<file path="config.mk">
export PLATFORM = sky130hd
export DESIGN_NAME = regbank_reader
export DESIGN_NICKNAME = d
export VERILOG_FILES = /design/src/rtl/regbank_pkg.sv /design/src/rtl/regbank_operand_sel.sv /design/src/rtl/regbank_reader.sv
export SDC_FILE = /design/constraint.sdc
export NUM_CORES = 1
export LEC_CHECK = 0
export CORE_AREA = 4 4 249 251
export CTS_CLUSTER_DIAMETER = 200
export DETAILED_ROUTE_END_ITERATION = 16
export DIE_AREA = 0 0 253 255
export DONT_BUFFER_PORTS = 1
export HOLD_SLACK_MARGIN = 0.08
export PLACE_DENSITY = 0.54
export SYNTH_ARGS = -nofsm -noshare
export SYNTH_HDL_FRONTEND = slang
export SYNTH_SLANG_ARGS = --single-unit
</file>
<file path="constraint.sdc">
create_clock -name clk -period 8.2 [get_ports clk]
set_clock_uncertainty 0.2 [all_clocks]
set_input_delay 2.05 -clock clk [delete_from_list [all_inputs] [get_ports clk]]
set_output_delay 2.05 -clock clk [all_outputs]
set_load 0.1 [all_outputs]
</file>
<file path="src/rtl/regbank_pkg.sv">
// Shared register-bank definitions, used by both the read side and the bank write side.
package regbank_pkg;
  localparam int DATA_W = 32;
  localparam int NREG   = 16;
  localparam int ADDR_W = 4;

  typedef logic [DATA_W-1:0] reg_word_t;

  typedef struct packed {
    reg_word_t  data_a;
    reg_word_t  data_b;
    logic [1:0] bypass;
  } rsp_t;

  typedef enum logic [1:0] {
    EMPTY = 2'd0,
    ONE   = 2'd1,
    FULL  = 2'd2
  } occ_t;

  // True when more than one write enable is asserted.
  function automatic logic multi_hot(input logic [NREG-1:0] v);
    return (v & (v - NREG'(1))) != '0;
  endfunction
endpackage

</file>
<file path="src/rtl/regbank_operand_sel.sv">
// Selects one register word from the flattened bank outputs, taking the
// in-flight write data instead when that register is being written this cycle.
module regbank_operand_sel
  import regbank_pkg::*;
(
  input  logic [NREG*DATA_W-1:0] regs_flat,
  input  logic [NREG-1:0]        wr_en,
  input  reg_word_t              wr_data,
  input  logic [ADDR_W-1:0]      addr,
  output reg_word_t              data,
  output logic                   bypass
);
  always_comb begin
    bypass = wr_en[addr];
    data   = bypass ? wr_data : regs_flat[addr*DATA_W +: DATA_W];
  end
endmodule

</file>
<file path="src/rtl/regbank_reader.sv">
// Read side of the register bank: paired operand reads with write bypass,
// returned through a two-entry response buffer with fully registered outputs.
module regbank_reader
  import regbank_pkg::*;
(
  input  logic                   clk,
  input  logic                   reset_n,
  input  logic [NREG*DATA_W-1:0] regs_flat,
  input  logic [NREG-1:0]        wr_en,
  input  logic [DATA_W-1:0]      wr_data,
  input  logic                   req_valid,
  output logic                   req_ready,
  input  logic [ADDR_W-1:0]      req_addr_a,
  input  logic [ADDR_W-1:0]      req_addr_b,
  output logic                   rsp_valid,
  input  logic                   rsp_ready,
  output logic [DATA_W-1:0]      rsp_data_a,
  output logic [DATA_W-1:0]      rsp_data_b,
  output logic [1:0]             rsp_bypass,
  output logic                   wr_multi
);
  occ_t  state, state_nxt;
  rsp_t  head_p0, tail_p0, head_nxt, tail_nxt, new_ent;
  logic  vld_p0, rdy_p0, multi_p0;
  logic  push, pop;

  regbank_operand_sel u_sel_a (
    .regs_flat (regs_flat),
    .wr_en     (wr_en),
    .wr_data   (wr_data),
    .addr      (req_addr_a),
    .data      (new_ent.data_a),
    .bypass    (new_ent.bypass[0])
  );

  regbank_operand_sel u_sel_b (
    .regs_flat (regs_flat),
    .wr_en     (wr_en),
    .wr_data   (wr_data),
    .addr      (req_addr_b),
    .data      (new_ent.data_b),
    .bypass    (new_ent.bypass[1])
  );

  assign push = req_valid && rdy_p0;
  assign pop  = vld_p0 && rsp_ready;

  // Occupancy and entry movement; head always holds the oldest response.
  always_comb begin
    state_nxt = state;
    head_nxt  = head_p0;
    tail_nxt  = tail_p0;
    case (state)
      EMPTY: begin
        if (push) begin
          head_nxt  = new_ent;
          state_nxt = ONE;
        end
      end
      ONE: begin
        case ({push, pop})
          2'b10: begin
            tail_nxt  = new_ent;
            state_nxt = FULL;
          end
          2'b01:   state_nxt = EMPTY;
          2'b11:   head_nxt  = new_ent;
          default: ;
        endcase
      end
      FULL: begin
        if (pop) begin
          head_nxt  = tail_p0;
          state_nxt = ONE;
        end
      end
      default: state_nxt = EMPTY;
    endcase
  end

  // Stage p0: buffer registers; handshake outputs derive from the next occupancy.
  always_ff @(posedge clk) begin
    if (!reset_n) begin
      state    <= EMPTY;
      head_p0  <= '0;
      tail_p0  <= '0;
      vld_p0   <= 1'b0;
      rdy_p0   <= 1'b1;
      multi_p0 <= 1'b0;
    end else begin
      state   <= state_nxt;
      head_p0 <= head_nxt;
      tail_p0 <= tail_nxt;
      vld_p0  <= (state_nxt != EMPTY);
      rdy_p0  <= (state_nxt != FULL);
      if (push && multi_hot(wr_en))
        multi_p0 <= 1'b1;
    end
  end

  assign req_ready  = rdy_p0;
  assign rsp_valid  = vld_p0;
  assign rsp_data_a = head_p0.data_a;
  assign rsp_data_b = head_p0.data_b;
  assign rsp_bypass = head_p0.bypass;
  assign wr_multi   = multi_p0;
endmodule

</file>
---- Word level (Yosys, flattened, before mapping) ----
Cells that the tools add are included.
storage, ports and cells
  input bits .............................. 572
  word-level logic and storage cells ...... 48
  register bits ........................... 137
operators by class
  equality and inequality tests ........... 9
  multiplexer cells ....................... 14
  shifts and indexed selects .............. 2
  add/sub/neg operators ................... 1
  reductions and logical operators ........ 9
  bitwise logic cells ..................... 1
  $lt $le $gt $ge ......................... 2
operators by type and width
  cell                                                                           count
  512-bit by 10-bit variable part select with 32-bit output                      2
  66-bit 2-to-1 mux                                                              3
  66-bit one-hot mux with 3 select lines                                         1
  32-bit 2-to-1 mux                                                              2
  16-bit AND                                                                     1
  16-bit nonzero test                                                            1
  16-bit by 1-bit subtractor with 16-bit output (second input constant)          1
  4-bit by 5-bit less-than comparator with 1-bit output (second input constant)  2
  1-bit binary-select mux with 4-bit select                                      2
  2-bit == test (second input constant)                                          3
  2-bit inequality test (second input constant)                                  3
  2-bit one-hot mux with 3 select lines                                          1
  2-bit by 1-bit == test with 1-bit output (second input constant)               2
  2-bit 2-to-1 mux                                                               2
  2-bit one-hot mux with 2 select lines                                          1
  4-bit AND reduction                                                            1
  1-bit logical AND                                                              3
  3-bit nonzero test                                                             1
  2-bit logical NOT                                                              1
  1-bit 2-to-1 mux                                                               2
  2-bit by 1-bit inequality test with 1-bit output (second input constant)       1
  2-bit AND reduction                                                            1
  2-bit nonzero test                                                             1

---- Logic depth before layout (Yosys ltp) ----
  word-level depth ........................ 5
  depth in mapped cells ................... 11
  mapped depth without buffers ............ 8

---- By module ----
A second synthesis with hierarchy kept.
second synthesis, totals
  cell total of the unflattened synthesis .. 1261
  area, all modules ....................... 14431.3 um^2
by module, submodules not included
  module               sequential area each (um^2)  area each (um^2)  cells an instance  times used
  regbank_operand_sel  0.0                          4295.4            315                2
  regbank_reader       2742.6                       5840.6            631                1

---- Worst setup path after synthesis ----
No wires, ideal clock.
  path type ............................... input port to flip-flop
  start point ............................. input port req_addr_a[0]
  end point ............................... register head_p0 (netlist bit rsp_data_a[30])
  setup time .............................. 0.125 ns
  slack ................................... 4.106 ns
  cell stages on the path ................. 8
  buffers on the path ..................... 3
  arrival time ............................ 3.768 ns
  cell sequence ........................... buf_6 > buf_2 > buf_2 > mux4_2 > a22oi_1 > nand2_1 > nor4_1 > nor2_1
between the ends
  cells in the longest elaborated chain, start to end .. 5
  elaborated cells between the ends (all ways) .. 7
ends and longest elaborated chain
  what                                                                                                               line                                        source
  start: declaration                                                                                                 regbank_reader.sv:13                        input logic [ADDR_W-1:0] req_addr_a,
  parallel branches: the longest is 2 deep, another holds 512-bit by 10-bit variable part select with 32-bit output  -
  32-bit 2-to-1 mux *                                                                                                regbank_operand_sel.sv:15                   data = bypass ? wr_data : regs_flat[addr*DATA_W +: DATA_W];
  66-bit 2-to-1 mux, on equally long branches                                                                        regbank_reader.sv:61, regbank_reader.sv:55
  66-bit one-hot mux with 3 select lines *                                                                           regbank_reader.sv:53                        case (state)
  end signal: assignment                                                                                             regbank_reader.sv:92                        head_p0 <= head_nxt;
  end: declaration                                                                                                   regbank_reader.sv:23                        rsp_t head_p0, tail_p0, head_nxt, tail_nxt, new_ent;
Every way passes the cells marked *. The select of a mux whose other input is x is not followed.
A chain may end at the register's enable or synchronous reset.

---- Worst setup path in the final report ----
  start point ............................. input port req_valid
  end point ............................... register head_p0 (netlist bit rsp_data_a[24])
between the ends
  cells in the longest elaborated chain, start to end .. 4
  elaborated cells between the ends (all ways) .. 5
ends and longest elaborated chain
  what                                                               line                  source
  start: declaration                                                 regbank_reader.sv:11  input logic req_valid,
  1-bit logical AND *                                                regbank_reader.sv:45  assign push = req_valid && rdy_p0;
  2-bit == test                                                      regbank_reader.sv:61  case ({push, pop})
  2-bit by 1-bit inequality test with 1-bit output (no source line)  -
  4-bit AND reduction (no source line) *                             -
Mark *: on every way between the ends. The rest lies on a longest branch, timed or not.

==> run summary <==
* Worst path top cell family by delay: compound AO/OA/AOI/OAI gates
* leading register cell type out of synthesis: sky130_fd_sc_hd__dfxtp_1
* busiest layer in global routing: met2
* Worst Min Path Start: tail_p0[17]
* number of buffers added for setup after CTS: 0
* Crit path arrival time: 4.91 ns
* post-route cell area: 0.0185 mm^2
* area added between synthesis and finish: 5.40%
* final-stage net count: 2273
* largest fanout of any net on the critical path: 69
* H-tree depth: 4
* effective utilization at floorplan: 0.294
* met1 routing resource usage after global routing: 0.349
* Worst R2R Start: rsp_valid
* Critical Path Max Stage Delay: 0.60 ns
* first-pass detailed-route iteration total: 5
* Post-Synthesis Cell Area: 0.0176 mm^2
* average routed wire per standard cell: 37.3 um
* slowest CP cell: sky130_fd_sc_hd__buf_4
* insertion delay to the later sink of the worst-skew pair: 0.44 ns
* sort of element at the end of the critical path: register
* Worst Path Class, Setup: in -> reg
* share of synthesized registers carrying an async set or reset: 0
* post-placement cell area: 0.0179 mm^2
* violation count after the first detailed-routing iteration: 2410
* DRT Wirelength: 94000 um
* Final Setup Violations: 0
* end point of the most critical hold path: tail_p0[17]
* post-layout min period: 4.79 ns
* library cells used by synthesis: 45
* TritonCTS sink count: 137
* result of the run: finished clean
* total overflow reported by the global router: 0
* core area: 0.0599 mm^2
* antenna violations before repair: 21
* setup repair after global routing missed its margin: no
* Clock Tree Root: sky130_fd_sc_hd__clkbuf_16
* number of global-route vias before repair: 17100
* TritonCTS clock tree: built
* number of cells on the worst reg-to-reg path: 10
* commonest cells after routing, fill and taps aside: sky130_fd_sc_hd__mux4_2, sky130_fd_sc_hd__o21ai_0, sky130_fd_sc_hd__dfxtp_1
* Leak: 6.10 nW
* peak supply drop: 0.149 mV
* Die Width: 253 um
* GRT met3 Usage: 0.115
* post-synthesis cell count: 1894
* total via count after detailed routing: 18200
* DP Wirelength: 67400 um
* depth of the worst hold-timing path: 2
* reg2reg setup slack: 3.85 ns
* critical path, cell by cell: and2_1 -> ha_2 -> buf_4 -> nand2_1 -> a21o_4 -> buf_4 -> a21o_1 -> o311ai_0 -> nor2_1
* hold violation total from the final report: 0
* CTS resizes: 0
* total DRC errors in the routed layout: 0
* final weighted congestion in routability-driven placement: 0.980
* number of buffers inserted by port buffering: 0
* maximum buffer depth of the clock tree: 2
* WP data required: 8.32 ns
* clock input transition at the sequential cells of the worst setup and hold paths: 0.06 ns
* Worst Max-Slew Pin Slew: 1.27 ns
* total count of max-transition violations in the final report: 0
* cts bufs inserted: 17
* hold bufs inserted after CTS: 0
* area of the die: 0.0645 mm^2
* share of final-layout standard cells stronger than drive strength 1: 0.241
* register bit total from synthesis: 137
* Slew headroom: 0.152
* number of cell rows: 90
* startpoint type of the worst setup path: input port
* Total Negative Setup Slacks: 0 ns
* most frequent standard cell in the layout excluding fill and tap cells: sky130_fd_sc_hd__mux4_2
* Synth Area per Inst: 9.29 um^2
* share of the cycle needed by the critical path after routing: 0.585
* Peak Freq: 209 MHz
* DIE HEIGHT: 255 um
* first-pass GRT wire length: 130000 um
* post-synth net total: 2468
* post-detailed-route count of antenna-violating nets: 0
* capture point of the worst reg-to-reg path: rsp_data_a[24]
* Synth warnings: 0
* power per standard cell area: 157 mW/mm^2
* largest net degree at the start of global routing: 136
* met2 routing resource usage after global routing: 0.418
* total of max-cap violations: 0
* most used cell along the critical path: sky130_fd_sc_hd__buf_4
* post-layout util: 0.310
* count of buffer and inverter cells on the critical path: 2
* number of enable flip-flop cells after synthesis: 0
* register area share after synthesis: 0.156
* worst min-delay path category: reg -> reg
* post-layout power: 0.00292 W
* # IOs: 641
* worst hold slack across all endpoints: 0.338 ns
* Total Routing Usage GR: 0.275
* routed vias/inst: 7.21
tightest hold or removal path, delay by kind of cell, from the launching register on:
kind            cells  cell delay (ns)
flops               1             0.30
compound gates      2             0.19
metrics by stage:
step | instances | setup slack, ns
3_5_place_dp | 2462 | 2.94
6_report | 2518 | 3.41
2_1_floorplan | 1894 | 4.11
3_3_place_gp | 2462 | 2.95
4_1_cts | 2493 | 3.42
5_1_grt | 2513 | 3.15
flip-flops by register name, indices dropped and copies added, names as in the netlist:
name	count
state	2
rsp_data_b	32
rsp_data_a	32
rsp_bypass	2
req_ready	1
wr_multi	1
rsp_valid	1
tail_p0	66
worst max-delay path by stage:
stage	start	end	slack (ns)	cells past startpoint
6_report	req_valid	rsp_data_a[24]	3.41	9
4_1_cts	req_valid	rsp_data_a[29]	3.42	9
3_3_place_gp	rsp_ready	rsp_data_b[18]	2.95	10
5_1_grt	rsp_ready	rsp_data_a[23]	3.15	10
3_5_place_dp	req_valid	rsp_data_a[29]	2.94	9
2_1_floorplan	req_addr_a[0]	rsp_data_a[30]	4.11	8
cell type report:
type | count | area, um^2
Fill cell | 6241 | 41400
Multi-Input combinational cell | 1496 | 13800
Sequential cell | 137 | 2750
Tap cell | 782 | 978
Clock buffer | 23 | 458
Timing Repair Buffer | 41 | 308
Clock inverter | 8 | 121
Antenna cell | 25 | 62.6
Inverter | 6 | 22.5
metal layers:
metal / vias to the layer above / wire (um)
li1: 7400 / -
met5: - / 35
met1: 9206 / 35600
met3: 201 / 12800
met4: 6 / 3910
met2: 1341 / 41700
power by group:
part / switching [W] / total [W] / leakage (nW) / internal, W
clock: 0.000322 / 0.000805 / 0.281 / 0.000484
combinational: 0.000618 / 0.00107 / 4.70 / 0.000455
sequential: 0.000307 / 0.00104 / 1.12 / 0.000731
total: 0.00125 / 0.00292 / 6.10 / 0.00167
cell families (layout without fill, tap and decap cells):
family,after synthesis,after routing,share of synthesized area
flops,137,137,0.156
other cells,0,25,0
mux,264,264,0.338
fa+ha+maj,4,4,0.00256
compound gates,801,801,0.300
simple gates,427,427,0.139
buf+inv,261,78,0.0648
synth_stat cells, types with 58 or more instances:
master / instances / area (um^2)
sky130_fd_sc_hd__a21boi_0: 66 / 495
sky130_fd_sc_hd__a21oi_1: 69 / 345
sky130_fd_sc_hd__a22oi_1: 128 / 961
sky130_fd_sc_hd__mux4_2: 264 / 5950
sky130_fd_sc_hd__dfxtp_1: 137 / 2740
sky130_fd_sc_hd__a2111oi_0: 64 / 561
sky130_fd_sc_hd__a21o_1: 66 / 495
sky130_fd_sc_hd__a31oi_1: 70 / 438
sky130_fd_sc_hd__nand2_1: 70 / 263
sky130_fd_sc_hd__nor2_1: 134 / 503
sky130_fd_sc_hd__clkbuf_1: 183 / 687
sky130_fd_sc_hd__nor4_2: 58 / 726
sky130_fd_sc_hd__o21ai_0: 262 / 1310
sky130_fd_sc_hd__nand3_1: 64 / 320
(Power assumes the default switching activity.)
